===== src/rtl/fft_out_reorder.sv =====
// Reorders a bit-reversed FFT result stream into natural bin order using a
// two-bank ping-pong buffer: one frame is captured while the other drains.
module fft_out_reorder #(
    parameter int SAMPLE_WORD_LENGTH = 8,
    parameter int FFT_POINTS         = 16,
    parameter int BIT_REVERSED_IN    = 1
) (
    input  logic                                 clk,
    input  logic                                 rst,
    input  logic                                 in_valid,
    input  logic                                 in_sof,
    input  logic signed [SAMPLE_WORD_LENGTH-1:0] in_i,
    input  logic signed [SAMPLE_WORD_LENGTH-1:0] in_q,
    output logic                                 in_ready,
    output logic                                 out_valid,
    input  logic                                 out_ready,
    output logic signed [SAMPLE_WORD_LENGTH-1:0] out_i,
    output logic signed [SAMPLE_WORD_LENGTH-1:0] out_q,
    output logic [$clog2(FFT_POINTS)-1:0]        out_bin,
    output logic                                 out_sof,
    output logic                                 out_eof,
    output logic                                 ovf_err,
    output logic                                 frame_err,
    input  logic                                 err_clr
);

    localparam int                SWL      = SAMPLE_WORD_LENGTH;
    localparam int                LOG2N    = $clog2(FFT_POINTS);
    localparam logic [LOG2N-1:0]  LAST_IDX = LOG2N'(FFT_POINTS - 1);

    typedef enum logic {
        IDLE,
        STREAM
    } rd_state_t;

    function automatic logic [LOG2N-1:0] bitrev(input logic [LOG2N-1:0] v);
        logic [LOG2N-1:0] r;
        for (int b = 0; b < LOG2N; b++) begin
            r[b] = v[LOG2N-1-b];
        end
        return r;
    endfunction

    // Storage is addressed {bank, natural bin}; never reset.
    logic [2*SWL-1:0] mem [2*FFT_POINTS];

    logic             w_bank;
    logic [LOG2N-1:0] w_cnt;
    logic [1:0]       full;
    logic [1:0]       full_nxt;

    logic             wr_acc;
    logic             wr_restart;
    logic             wr_last;
    logic [LOG2N-1:0] wr_idx;
    logic [LOG2N-1:0] wr_bin;

    rd_state_t        state_q;
    rd_state_t        state_d;
    logic             r_bank;
    logic             r_bank_d;
    logic [LOG2N-1:0] r_cnt;
    logic [LOG2N-1:0] r_cnt_d;
    logic             out_valid_d;
    logic             rd_load;
    logic             rd_release;
    logic             ld_bank;
    logic [LOG2N-1:0] ld_idx;
    logic [2*SWL-1:0] rd_word;

    // ---- write side: capture into the bank selected by w_bank ----
    assign in_ready   = !full[w_bank];
    assign wr_acc     = in_valid && in_ready;
    assign wr_restart = wr_acc && in_sof && (w_cnt != '0);
    assign wr_idx     = wr_restart ? '0 : w_cnt;
    assign wr_bin     = (BIT_REVERSED_IN != 0) ? bitrev(wr_idx) : wr_idx;
    assign wr_last    = wr_acc && !wr_restart && (w_cnt == LAST_IDX);

    always_ff @(posedge clk) begin
        if (wr_acc) begin
            mem[{w_bank, wr_bin}] <= {in_i, in_q};
        end
    end

    always_ff @(posedge clk or negedge rst) begin
        if (!rst) begin
            w_bank <= 1'b0;
            w_cnt  <= '0;
        end else if (wr_acc) begin
            if (wr_restart) begin
                w_cnt <= LOG2N'(1);
            end else if (wr_last) begin
                w_cnt  <= '0;
                w_bank <= ~w_bank;
            end else begin
                w_cnt <= w_cnt + LOG2N'(1);
            end
        end
    end

    // Writer and reader always own different banks, so set and clear never collide.
    always_comb begin
        full_nxt = full;
        if (rd_release) begin
            full_nxt[r_bank] = 1'b0;
        end
        if (wr_last) begin
            full_nxt[w_bank] = 1'b1;
        end
    end

    always_ff @(posedge clk or negedge rst) begin
        if (!rst) begin
            full <= '0;
        end else begin
            full <= full_nxt;
        end
    end

    // ---- read side: drain r_bank in natural order ----
    assign rd_word = mem[{ld_bank, ld_idx}];

    always_comb begin
        state_d     = state_q;
        r_bank_d    = r_bank;
        r_cnt_d     = r_cnt;
        out_valid_d = out_valid;
        rd_load     = 1'b0;
        rd_release  = 1'b0;
        ld_bank     = r_bank;
        ld_idx      = '0;
        case (state_q)
            IDLE: begin
                if (full[r_bank]) begin
                    rd_load     = 1'b1;
                    r_cnt_d     = '0;
                    out_valid_d = 1'b1;
                    state_d     = STREAM;
                end
            end
            STREAM: begin
                if (out_ready) begin
                    if (r_cnt != LAST_IDX) begin
                        rd_load = 1'b1;
                        ld_idx  = r_cnt + LOG2N'(1);
                        r_cnt_d = r_cnt + LOG2N'(1);
                    end else begin
                        rd_release = 1'b1;
                        r_bank_d   = ~r_bank;
                        r_cnt_d    = '0;
                        if (full[~r_bank]) begin
                            rd_load = 1'b1;
                            ld_bank = ~r_bank;
                        end else begin
                            out_valid_d = 1'b0;
                            state_d     = IDLE;
                        end
                    end
                end
            end
            default: begin
                state_d     = IDLE;
                out_valid_d = 1'b0;
            end
        endcase
    end

    always_ff @(posedge clk or negedge rst) begin
        if (!rst) begin
            state_q   <= IDLE;
            r_bank    <= 1'b0;
            r_cnt     <= '0;
            out_valid <= 1'b0;
            out_i     <= '0;
            out_q     <= '0;
            out_bin   <= '0;
            out_sof   <= 1'b0;
            out_eof   <= 1'b0;
        end else begin
            state_q   <= state_d;
            r_bank    <= r_bank_d;
            r_cnt     <= r_cnt_d;
            out_valid <= out_valid_d;
            if (rd_load) begin
                out_i   <= $signed(rd_word[2*SWL-1:SWL]);
                out_q   <= $signed(rd_word[SWL-1:0]);
                out_bin <= ld_idx;
                out_sof <= (ld_idx == '0);
                out_eof <= (ld_idx == LAST_IDX);
            end
        end
    end

    // ---- sticky error flags; clear wins over set ----
    always_ff @(posedge clk or negedge rst) begin
        if (!rst) begin
            ovf_err   <= 1'b0;
            frame_err <= 1'b0;
        end else if (err_clr) begin
            ovf_err   <= 1'b0;
            frame_err <= 1'b0;
        end else begin
            if (in_valid && !in_ready) begin
                ovf_err <= 1'b1;
            end
            if (wr_restart) begin
                frame_err <= 1'b1;
            end
        end
    end

endmodule


===== config.mk =====
export PLATFORM = sky130hd
export DESIGN_NAME = fft_out_reorder
export DESIGN_NICKNAME = d
export VERILOG_FILES = /design/src/rtl/fft_out_reorder.sv
export SDC_FILE = /design/constraint.sdc
export NUM_CORES = 1
export LEC_CHECK = 0
export BUFFER_PORTS_ARGS = -buffer_cell sky130_fd_sc_hd__buf_4
export CELL_PAD_IN_SITES_DETAIL_PLACEMENT = 1
export CELL_PAD_IN_SITES_GLOBAL_PLACEMENT = 1
export CORE_MARGIN = 2
export CORE_UTILIZATION = 54
export CTS_CLUSTER_SIZE = 30
export DETAILED_ROUTE_END_ITERATION = 10
export GPL_TIMING_DRIVEN = 0
export PLACE_DENSITY = 0.91
export SYNTH_ARGS = -nofsm -noshare
export SYNTH_HDL_FRONTEND = slang
export SYNTH_SLANG_ARGS = --single-unit
export TNS_END_PERCENT = 10

===== constraint.sdc =====
create_clock -name clk -period 3.35 [get_ports clk]
set_input_delay 0.5025 -clock clk [delete_from_list [all_inputs] [get_ports clk]]
set_output_delay 0.5025 -clock clk [all_outputs]
set_load 0.02 [all_outputs]

## Word level (Yosys, flattened, before mapping)

Memories as Yosys holds them, arrays and structs flattened. A register that Yosys moved wholly into a read port is not among the register bits.
Index checks and enable logic that the tools add are counted.

| cells by class | value |
|---|---|
| $add $sub $neg | 2 |
| $lt $le $gt $ge | 5 |
| equality and inequality tests | 7 |
| multiplexer cells | 46 |
| bitwise logic cells | 8 |
| reduce and logical (&&, ||, !) cells | 19 |

Operators by type and width:

| kind | number |
|---|---|
| 2-to-1 mux 4 bit | 8 |
| 2-to-1 mux 1 bit | 30 |
| adder 4 x 1 -> 4 bit, second input constant | 2 |
| == test 4 bit, second input constant | 2 |
| logical AND 1 bit | 8 |
| inequality test 2 bit, second input constant | 4 |
| one-hot mux 4 bit (2 select lines) | 1 |
| less-than comparator 1 x 2 -> 1 bit, second input constant | 3 |
| one-hot mux 1 bit (2 select lines) | 3 |
| AND reduction 3 bit | 2 |
| inverter 1 bit | 5 |
| zero test 4 bit | 1 |
| 2-to-1 mux 2 bit | 2 |
| inequality test 4 bit, second input constant | 1 |
| AND reduction 4 bit | 1 |
| nonzero test 2 bit | 2 |
| nonzero test 4 bit | 1 |
| zero test 1 bit | 3 |
| AND 2 bit | 1 |
| demux 1 bit (select 1 bit) | 2 |
| >= comparator 1 bit, second input constant | 2 |
| inverter 2 bit | 1 |
| bitwise OR 2 bit | 1 |
| AND reduction 2 bit | 1 |

| storage, ports and cells | value |
|---|---|
| register bits | 22 |
| RAM bits | 512 |
| bits of input ports | 22 |
| output and inout bits | 26 |
| logic and storage cells | 100 |
| memories | 1 |

Memories:

| name | words | width | read ports | clocked after Yosys merged registers in | wr ports | line | text |
|---|---|---|---|---|---|---|---|
| mem | 32 | 16 | 1 | 1 | 1 | 45 | `logic [2*SWL-1:0] mem [2*FFT_POINTS];` |

## Logic depth before layout (Yosys ltp)

| depth | value |
|---|---|
| depth after elaboration | 11 |
| depth in mapped cells | 11 |

## Worst setup path before layout

No wires, ideal clock.

| path | value |
|---|---|
| path kind | reg-to-reg |
| start | register w_cnt[0] |
| end | memory mem[10][0] in the netlist's numbering, enable pin |
| library setup time | 388 ps |
| arrival | 2487 ps |
| required time | 2962 ps |
| setup slack | 475 ps |
| cell stages (with the launch flop) | 8 |
| path buffers | 0 |
| clock period less this slack | 2875 ps |
| cells stage by stage | dfrtp_1 > inv_1 > ha_1 > or3b_2 > nand4_1 > nand2_1 > or3_1 > nor2_1 |

| on the way | value |
|---|---|
| longest elaborated chain between the ends | 3 |

Ends and longest elaborated chain:

| element | line | text |
|---|---|---|
| from (decl) | 48 | `logic [LOG2N-1:0] w_cnt;` |
| from (signal assigned) | 96 | `w_cnt <= w_cnt + LOG2N'(1);` |
| nonzero test 4 bit | 74 | `assign wr_restart = wr_acc && in_sof && (w_cnt != '0);` |
| logical AND 1 bit | 74 |  |
| 2-to-1 mux 4 bit (*) | 75 | `assign wr_idx = wr_restart ? '0 : w_cnt;` |
| to (decl) | 45 |  |

Mark *: on every way between the ends. The rest lies on a longest branch, timed or not.

## Worst setup path in the final report

| path | value |
|---|---|
| start | register r_cnt[0] |
| end | register out_q[0] (read register of mem) |

| on the way | value |
|---|---|
| longest elaborated chain between the ends | 4 |
| elaborated cells between the ends (all ways) | 11 |

Ends and longest elaborated chain:

| element | line | text |
|---|---|---|
| from (decl) | 62 | `logic [LOG2N-1:0] r_cnt;` |
| from (signal assigned) | 182 | `r_cnt <= r_cnt_d;` |
| adder 4 x 1 -> 4 bit / inequality test 4 bit (equally long branches) | 145, 143 |  |
| 2-to-1 mux 4 bit / 2-to-1 mux 1 bit (equally long branches) | 143 | `if (r_cnt != LAST_IDX) begin` |
| 2-to-1 mux 4 bit / 2-to-1 mux 1 bit (equally long branches) | 142 | `if (out_ready) begin` |
| 2-to-1 mux 4 bit (tied with other cells) | 132 | `case (state_q)` |
| to (decl) | 18 | `output logic signed [SAMPLE_WORD_LENGTH-1:0] out_q,` |

Several ways; a longest one is shown, not always the timed one.
A chain may end at the register's enable or synchronous reset.

==> metrics.yaml <==
place:
  hpwl_um: 44230
  numPortBuffers: 47
  placed_area_mm2: 0.02333
  routabilityCongestion: 0.8772
drt:
  dr_total_vias: 13394
  ant_nets: 0
  wire_per_inst_um: 38.94
  avgViaCountPerCell: 7.143
  dr.pass1.iters: 5
  initialDrtViolationCount: 2109
  wl_um: 73010
  drt-met1-wl_um: 24410
  drc_errors: 0
  dr_wl_met2_um: 33690
  routed-wl-met3_um: 9289
  topRoutingLayerUsed: "met4"
worst_hold_path:
  hold_path_class: "input pin to flip-flop"
  hold_start: "err_clr"
synthesis:
  synth_xor_area_frac: 0.001214
  yosysMostFrequentCell: "edfxtp_1"
  avgSynthCellArea_um2: 18.51
  netlist_area_mm2: 0.02164
  yosysSeqAreaShare: 0.7544
  ys_top_cells_by_area: "edfxtp_1, mux4_2, dfrtp_1, mux2i_1, nand2_1"
  synth_ff_type: "edfxtp_1"
  synth-simple-area-share: 0.04689
  synth_cells: 1169
  synth.distinct_cells: 63
  synth_edf_count: 512
  yosys_warnings: 0
  ys_seq_elements: 550
  synth_mux_area_frac: 0.1298
  synthAdderAreaFrac: 0.001735
  synth_top_area_cell: "edfxtp_1"
  async_flop_share: 0.06909
  synth_compound_area_frac: 0.05059
  synth_top_family_by_area: "multiplexers"
  synth_top_area_share: 0.7105
  synth_nets: 1194
  yosys-top-cells-count: "edfxtp_1, nand2_1, mux4_2, mux2i_1, nor2_1"
floorplanning:
  start_util: 0.5459
  core_area_mm2: 0.03964
  fp.dieW_um: 204.2
  dieArea_mm2: 0.04169
  die_h_um: 204.2
  num_io_pins: 48
  row_count: 73
worst_setup_path:
  critPathLaunch: "r_cnt[0]$_DFFE_PN0P_"
  crit_path_end_kind: "flip-flop"
  cp-start-kind: "flip-flop"
  worstReg2RegStart: "r_cnt[0]$_DFFE_PN0P_"
  crit_required_ps: 3850
  cp_max_fo: 10
  worstPathArrival_ps: 4080
  crit_type: "flip-flop to flip-flop"
pwr:
  finalPower_mw: 20.36
  irDropWorstVdd_v: 0.0004447
  p_comb_frac: 0.281
  p_sw_mw: 6.696
  seqPwrFrac: 0.401
  powerDensity_mw_per_mm2: 804.4
  sw_frac_of_total: 0.3288
  p_int_mw: 13.67
  p_clk_frac: 0.318
  p_leak_nw: 8.671
global_routing:
  grt_usage: 0.3608
  grt_pass1_vias: 14324
  antenna_found_initial: 0
  grt_overflow: 0
  grt_pass1_wl_um: 104100
  grt_start_max_net_pins: 39
clocking:
  clock-sinks: 550
  cts_htree_levels: 2
  tritoncts: "done"
  cts_buffers: 56
  ctsRootBufferMaster: "clkbuf_16"
  clockBufferDepth: 3
  cts.reportedPaths.clkPinSlew_ps: 70
  clkLatencyLatePin_ps: 630
sta:
  layout_setup_ws_ps: -230.8
  finalClockSkew_ps: 37.69
  rsz0062_at_grt: "true"
  period_share: 1.069
  finalSetupViolations: 37
  max_freq_ghz: 0.2793
  tightest_slew_ps: 1327
  maxSlewHeadroom: 0.1117
  fin_crit_ps: 3581
  hold_viol: 0
  report.final.slew_viol_count: 0
  tns_ps: -3823
finish:
  syn2layout_area_growth_pct: 16.98
  fin_util: 0.6386
  final_area_mm2: 0.02531
  antennaDiodeCount: 0
  drive_gt1_frac: 0.2659
  fin_nets: 1333
  fill_cells: 3376
job:
  maxCapViolations: 0
run_status:
  violations: "setup timing"
  status: "complete, but fails checks"
[area by class of cell]
class                   instances  area (um^2)  share of cell area
plain buffers                  61        335.3             0.01325
clock buffers                  63         1449             0.05724
clock inverters                37        385.4             0.01522
inverters                       9        33.78            0.001335
multi-input cells             548         5142              0.2032
flip-flops and latches        550        16330              0.6450
well taps                     525        656.9             0.02595
repair buffers                 82        983.4             0.03885
[repair_timing]
action / CTS / global route
pin swaps: 0 / 3
setup buffers: 0 / 2
setup endpoints to repair: 43 / 172
gates resized for setup: 27 / 28
endpoints found under the hold margin: 38 / 0
hold buffers: 1 / 0
[flip-flops by register name, summed over array words and instances (netlist names), 2 cells and up]
signal	cells
w_cnt	4
full	2
mem	512
r_cnt	4
out_i	8
out_bin	4
out_q	8
[power groups by stage]
stage / clock (mW) / combinational (mW) / sequential, mW
after floorplan: 0 / 3.07 / 8.32
final: 6.48 / 5.72 / 8.17
after CTS: 6.44 / 5.46 / 8.14
after global routing: 6.68 / 5.84 / 8.18
after global placement: 0 / 4.77 / 8.23
after detailed placement: 0 / 5.20 / 8.26
[layer usage]
layer  global-route usage  vias up
li1                     -     5012
met1               0.4522     6727
met2               0.5506     1267
met3               0.1019      388
met4               0.2451        0
met5                    0        -
[worst paths after layout]
kind	endpoint	depth (start not counted)	slack (ps)
min in group asynchronous	out_bin[0]$_DFFE_PN0P_	2	450
worst max register to register	out_q[0]$_DFFE_PN0P_	9	-230
worst min register to register	out_valid$_DFFE_PN0P_	2	490
worst max-delay path	out_q[0]$_DFFE_PN0P_	9	-230
worst min-delay path	ovf_err$_DFFE_PN0P_	2	30
max in group asynchronous	out_i[4]$_DFFE_PN0P_	2	2420
[metrics by stage]
step,hold WS [ps],instances,setup slack (ps)
floorplan,206.9,1169,474.6
global placement,457.7,1741,-652.5
detailed placement,465.2,1773,-333.0
CTS,30.64,1874,-95.56
global route,49.32,1875,-157.7
finish,29.23,1875,-230.8
[cell families after synthesis]
| family | after synthesis |
|---|---|
| xor gates and xnor gates | 3 |
| and+or+nand+nor | 230 |
| muxes | 162 |
| adders and majority gates | 3 |
| buffers and inverters | 71 |
| DFF | 550 |
| AOI/OAI and AO/OA | 150 |
[cells in the final DEF, fill, tap and decap left out, types with 5 or more instances in the layout]
master	count
o22ai_1	6
a31oi_1	7
a211o_1	7
buf_2	15
and2_1	6
buf_8	22
edfxtp_1	512
clkinv_2	13
a32o_1	6
dfrtp_1	37
nand2_1	107
nor2_2	30
clkinv_1	11
clkbuf_2	10
nand4_1	8
nor2_1	24
o21ai_0	27
inv_1	8
and3_1	6
buf_16	10
mux2_2	7
nand3_1	22
clkbuf_16	57
bufinv_16	8
clkbuf_1	25
buf_4	55
a21oi_1	21
o31a_1	5
o221ai_1	6
o221a_2	6
o211ai_1	12
mux2i_1	59
mux4_2	94
a311o_1	6
[worst max-delay path, cell delays in order, from the launching register on]
cell	delay, ps
dfrtp_1	470
ha_1	330
a21o_1	250
a31oi_1	430
and2_1	250
clkbuf_1	410
clkbuf_1	490
o221a_2	310
o211ai_1	140
a211o_1	360
Power figures use the tool's default switching activity.
